## src/rtl/bcd_pkg.sv

```systemverilog
// Shared BCD types, constants and helpers for the cascadable BCD counter chain.
package bcd_pkg;

  localparam int unsigned BCD_W      = 4;
  localparam int unsigned MAX_DIGITS = 8;
  localparam int unsigned LE_W       = BCD_W * MAX_DIGITS;

  localparam logic [BCD_W-1:0] BCD_MAX = 4'd9;

  typedef logic [BCD_W-1:0] bcd_digit_t;

  function automatic logic bcd_valid(input bcd_digit_t nibble);
    return (nibble <= BCD_MAX);
  endfunction

  // a <= b over the low 'digits' nibbles, most significant digit decides first
  function automatic logic bcd_le(input logic [LE_W-1:0] a,
                                  input logic [LE_W-1:0] b,
                                  input int unsigned     digits);
    logic decided;
    logic le;
    decided = 1'b0;
    le      = 1'b1;
    for (int i = int'(MAX_DIGITS) - 1; i >= 0; i--) begin
      if (!decided && (i < int'(digits))) begin
        if (a[i*BCD_W +: BCD_W] < b[i*BCD_W +: BCD_W]) begin
          decided = 1'b1;
          le      = 1'b1;
        end else if (a[i*BCD_W +: BCD_W] > b[i*BCD_W +: BCD_W]) begin
          decided = 1'b1;
          le      = 1'b0;
        end
      end
    end
    return le;
  endfunction

endpackage

```

## src/rtl/bcd_digit.sv

```systemverilog
// One BCD digit's next-value logic: wrap override, increment/decrement with 9<->0 roll.
module bcd_digit
  import bcd_pkg::*;
(
  input  bcd_digit_t cur,
  input  logic       inc,
  input  logic       dec,
  input  logic       wrap,
  input  bcd_digit_t rollover,
  output bcd_digit_t digit_nxt_c,
  output logic       at_max_c,
  output logic       at_zero_c
);

  assign at_max_c  = (cur == BCD_MAX);
  assign at_zero_c = (cur == '0);

  always_comb begin
    digit_nxt_c = cur;
    if (wrap) begin
      digit_nxt_c = rollover;
    end else if (inc) begin
      digit_nxt_c = at_max_c ? '0 : cur + 4'd1;
    end else if (dec) begin
      digit_nxt_c = at_zero_c ? BCD_MAX : cur - 4'd1;
    end
  end

endmodule

```

## src/rtl/bcd_counter_chain.sv

```systemverilog
// Multi-digit BCD up/down counter wrapping at TOP, with load check and cascade pulses.
// Define COUNT_SAT_EN to make counting saturate at TOP / 0 instead of wrapping.
module bcd_counter_chain
  import bcd_pkg::*;
#(
  parameter int unsigned              DIGITS = 2,
  parameter logic [BCD_W*DIGITS-1:0]  TOP    = 8'h59
) (
  input  logic                    fclk,
  input  logic                    reset,
  input  logic                    en,
  input  logic                    up,
  input  logic                    load,
  input  logic [BCD_W*DIGITS-1:0] load_val,
  output logic [BCD_W*DIGITS-1:0] nout,
  output logic                    cy,
  output logic                    bw,
  output logic                    load_err
);

  localparam int unsigned CNT_W = BCD_W * DIGITS;

  logic [CNT_W-1:0]  nout_q, nout_d;
  logic              cy_q, cy_d;
  logic              bw_q, bw_d;
  logic              load_err_q, load_err_d;

  logic [CNT_W-1:0]  nout_step;
  logic [CNT_W-1:0]  wrap_val;
  logic [DIGITS-1:0] at_max;
  logic [DIGITS-1:0] at_zero;
  logic [DIGITS-1:0] inc_en;
  logic [DIGITS-1:0] dec_en;
  logic [DIGITS-1:0] nib_ok;
  logic              at_top, at_bottom, load_ok;
  logic              inc_go, dec_go, wrap_go;
  logic              msd_at_max_unused;

  assign at_top            = (nout_q == TOP);
  assign at_bottom         = &at_zero;
  assign msd_at_max_unused = at_max[DIGITS-1];
  assign wrap_val          = up ? '0 : TOP;
  assign load_ok           = (&nib_ok) && bcd_le(LE_W'(load_val), LE_W'(TOP), DIGITS);

  // A step is only taken when not loading and not sitting at the limit in that direction
  assign inc_go = !load && en &&  up && !at_top;
  assign dec_go = !load && en && !up && !at_bottom;
`ifdef COUNT_SAT_EN
  assign wrap_go = 1'b0;
`else
  assign wrap_go = !load && en && (up ? at_top : at_bottom);
`endif

  for (genvar g = 0; g < DIGITS; g++) begin : g_digit
    if (g == 0) begin : g_lsd
      assign inc_en[g] = inc_go;
      assign dec_en[g] = dec_go;
    end else begin : g_upper
      assign inc_en[g] = inc_go && (&at_max[g-1:0]);
      assign dec_en[g] = dec_go && (&at_zero[g-1:0]);
    end

    assign nib_ok[g] = bcd_valid(load_val[g*BCD_W +: BCD_W]);

    bcd_digit u_digit (
      .cur         (nout_q[g*BCD_W +: BCD_W]),
      .inc         (inc_en[g]),
      .dec         (dec_en[g]),
      .wrap        (wrap_go),
      .rollover    (wrap_val[g*BCD_W +: BCD_W]),
      .digit_nxt_c (nout_step[g*BCD_W +: BCD_W]),
      .at_max_c    (at_max[g]),
      .at_zero_c   (at_zero[g])
    );
  end

  // Next count, sticky load error and cascade pulses
  always_comb begin
    nout_d     = nout_step;
    load_err_d = load_err_q;
    cy_d       = 1'b0;
    bw_d       = 1'b0;
    if (load) begin
      nout_d = load_ok ? load_val : nout_q;
      if (!load_ok) begin
        load_err_d = 1'b1;
      end
    end else begin
`ifdef COUNT_SAT_EN
      cy_d = inc_go && (nout_step == TOP);
      bw_d = dec_go && (nout_step == '0);
`else
      cy_d = wrap_go &&  up;
      bw_d = wrap_go && !up;
`endif
    end
  end

  always_ff @(posedge fclk or negedge reset) begin
    if (!reset) begin
      nout_q     <= '0;
      cy_q       <= 1'b0;
      bw_q       <= 1'b0;
      load_err_q <= 1'b0;
    end else begin
      nout_q     <= nout_d;
      cy_q       <= cy_d;
      bw_q       <= bw_d;
      load_err_q <= load_err_d;
    end
  end

  assign nout     = nout_q;
  assign cy       = cy_q;
  assign bw       = bw_q;
  assign load_err = load_err_q;

endmodule

```

## config.mk

```make
export PLATFORM = sky130hd
export DESIGN_NAME = bcd_counter_chain
export DESIGN_NICKNAME = d
export VERILOG_FILES = /design/src/rtl/bcd_pkg.sv /design/src/rtl/bcd_digit.sv /design/src/rtl/bcd_counter_chain.sv
export SDC_FILE = /design/constraint.sdc
export NUM_CORES = 1
export LEC_CHECK = 0
export ABC_CLOCK_PERIOD_IN_PS = 2900
export CORE_UTILIZATION = 45
export DETAILED_ROUTE_END_ITERATION = 12
export PLACE_DENSITY_LB_ADDON = 0.08
export RECOVER_POWER = 25
export SKIP_CTS_REPAIR_TIMING = 1
export SYNTH_ARGS = -nofsm -noshare
export SYNTH_HDL_FRONTEND = slang
export SYNTH_HIERARCHICAL = 1
export SYNTH_SLANG_ARGS = --single-unit
```

## constraint.sdc

```tcl
create_clock -name fclk -period 2.9 [get_ports fclk]
set_clock_uncertainty 0.1 [all_clocks]
set_input_delay 0.58 -clock fclk [delete_from_list [all_inputs] [get_ports fclk]]
set_output_delay 0.58 -clock fclk [all_outputs]
set_load 0.02 [all_outputs]
```

==> metrics.yaml, run 1 <==
status: "finished, final reports clean"
htreeDepth: 1
ir_drop_v: 0.000468
wirelength_um: 2500
drc: 0
hold_viol: 0
dr.pass1.iters: 4
hp-class: "flop to flop"
crit_path_start_kind: "primary input"
clock_tree.root_cell: "clkbuf_4"
wl_per_cell_um: 13.3
placementRows: 17
crit_fanout: 6
multiInputGateArea_um2: 741
drt_iter0_markers: 11
synth_cells: 117
worstSkewPairLatency_ns: 0.26
crit_arrival_ns: 2.85
dieArea_um2: 2560
dp_hpwl_um: 1970
antennaDiodeCount: 0
die_w_um: 50.6
fin_nets: 174
core_area_um2: 2210
register_area_um2: 275
fin_cells: 188
num_vias: 974
relSlewSlack: 0.659
grt_max_degree: 14
power.density_nw_per_um2: 527
gp_congestion: 0.805
fin_hold_ws_ns: 0.385
cts_inserted_buffers: 3
grt_pass1_vias: 896
grt-ovfl-total: 0
setup_viol: 0
synth_area_um2: 1060
place_inst: 184
tightest_slew_ns: 0.510
rsz0062_at_grt: "no"
fin_crit_sh: 0.966
clk_pin_slew_ns: 0.07
portBuffers: 23
path_class: "primary input to flop"
cap_violations: 0
syn_area_per_cell_um2: 9.09
max_freq_mhz: 357
p_leak_nw: 0.647
clockBufferDepth: 2
initial_utilization: 0.481
cts_tree: "yes"
die_h_um: 50.6
cp.required_ns: 2.95
grt.total_usage: 0.212
io_pins: 24
final_layout_size_suffix_gt1_frac: 0.325
antenna_found_initial: 0
maxSlewViolCount: 0
antenna_left: 0
syn_to_final_growth_pct: 40.2
yosysWarnings: 6
finalCriticalPeriod_ns: 2.80
p_total_w: 0.000786
grt_pass1_wl_um: 4130
crit_path_end_kind: "flop"
clkSinkCount: 11
nFillCells: 184
vias_per_cell: 5.18
utilization: 0.674
## path summary, 6_finish.rpt
check | startpoint | end | slack (ns) | cells after the start
min reg2reg | load_err | load_err | 0.39 | 1
max in group asynchronous | reset | nout[0] | 1.73 | 1
min in group asynchronous | reset | bw | 0.62 | 1
min | load_err | load_err | 0.39 | 1
max | load | nout[5] | 0.1 | 10
max reg2reg | nout[2] | nout[5] | 0.23 | 9
## layout by cell type, fill, tap and decap left out, types with 2 or more instances in the layout
cell,count
clkdlybuf4s50_1,22
buf_4,20
nand2_1,14
mux2_2,14
dfrtp_1,11
inv_1,9
o21ai_0,8
xor2_1,6
nor2_1,5
mux2i_1,5
conb_1,4
a21oi_1,3
o21ai_1,3
nor4b_2,3
clkbuf_4,3
and4bb_2,2
and3_2,2
a211o_2,2
nor3b_1,2
a221oi_1,2
nor4b_4,2
o31ai_2,2
## stage by stage
stage               setup TNS, ns  area, um2  setup slack (ns)
global placement           -0.563       1440            -0.243
CTS                             0       1470            0.0750
detailed placement         -0.641       1440            -0.196
global route                    0       1490            0.0179
floorplan                       0       1070            0.0188
finish                          0       1490            0.0990
## critical path: stages
cell             delay [ns]
clkdlybuf4s50_1        0.46
and2b_1                0.19
buf_4                  0.14
and4_1                 0.27
nor3b_1                0.22
a21oi_1                0.08
mux2i_1                0.15
mux2_2                 0.27
mux2_2                 0.25
mux2_2                 0.25
## where the power goes
| group | internal, W | switching, W |
|---|---|---|
| logic | 0.000228 | 0.000239 |
| registers | 0.000184 | 0.0000337 |
| clock network | 0.0000530 | 0.0000483 |
## registers in the layout, indices dropped and copies added (netlist names)
register	cells
load_err	1
nout	8
cy	1
bw	1
## routing by layer
metal  up-vias  share of wire  GRT usage
met4         0         0.0032     0.0556
met5         -              0          0
met1       450           0.51      0.309
li1        503              -          -
met2        19           0.46      0.336
met3         2          0.029     0.0152
## area by class of cell
class / instances / share of cell area
clock buffers: 4 / 0.0176
multi-input cells: 93 / 0.497
flip-flops and latches: 11 / 0.185
inverters: 9 / 0.0227
repair buffers: 43 / 0.255
well taps: 28 / 0.0235
No activity file was read; power rests on OpenSTA's default activity.
==> run 2: changes to the inputs <==
Settings changed: HOLD_SLACK_MARGIN set to 0.06.
==> results of run 2 <==
Same layout as run 1: the final DEF is identical, and so are final timing and power.
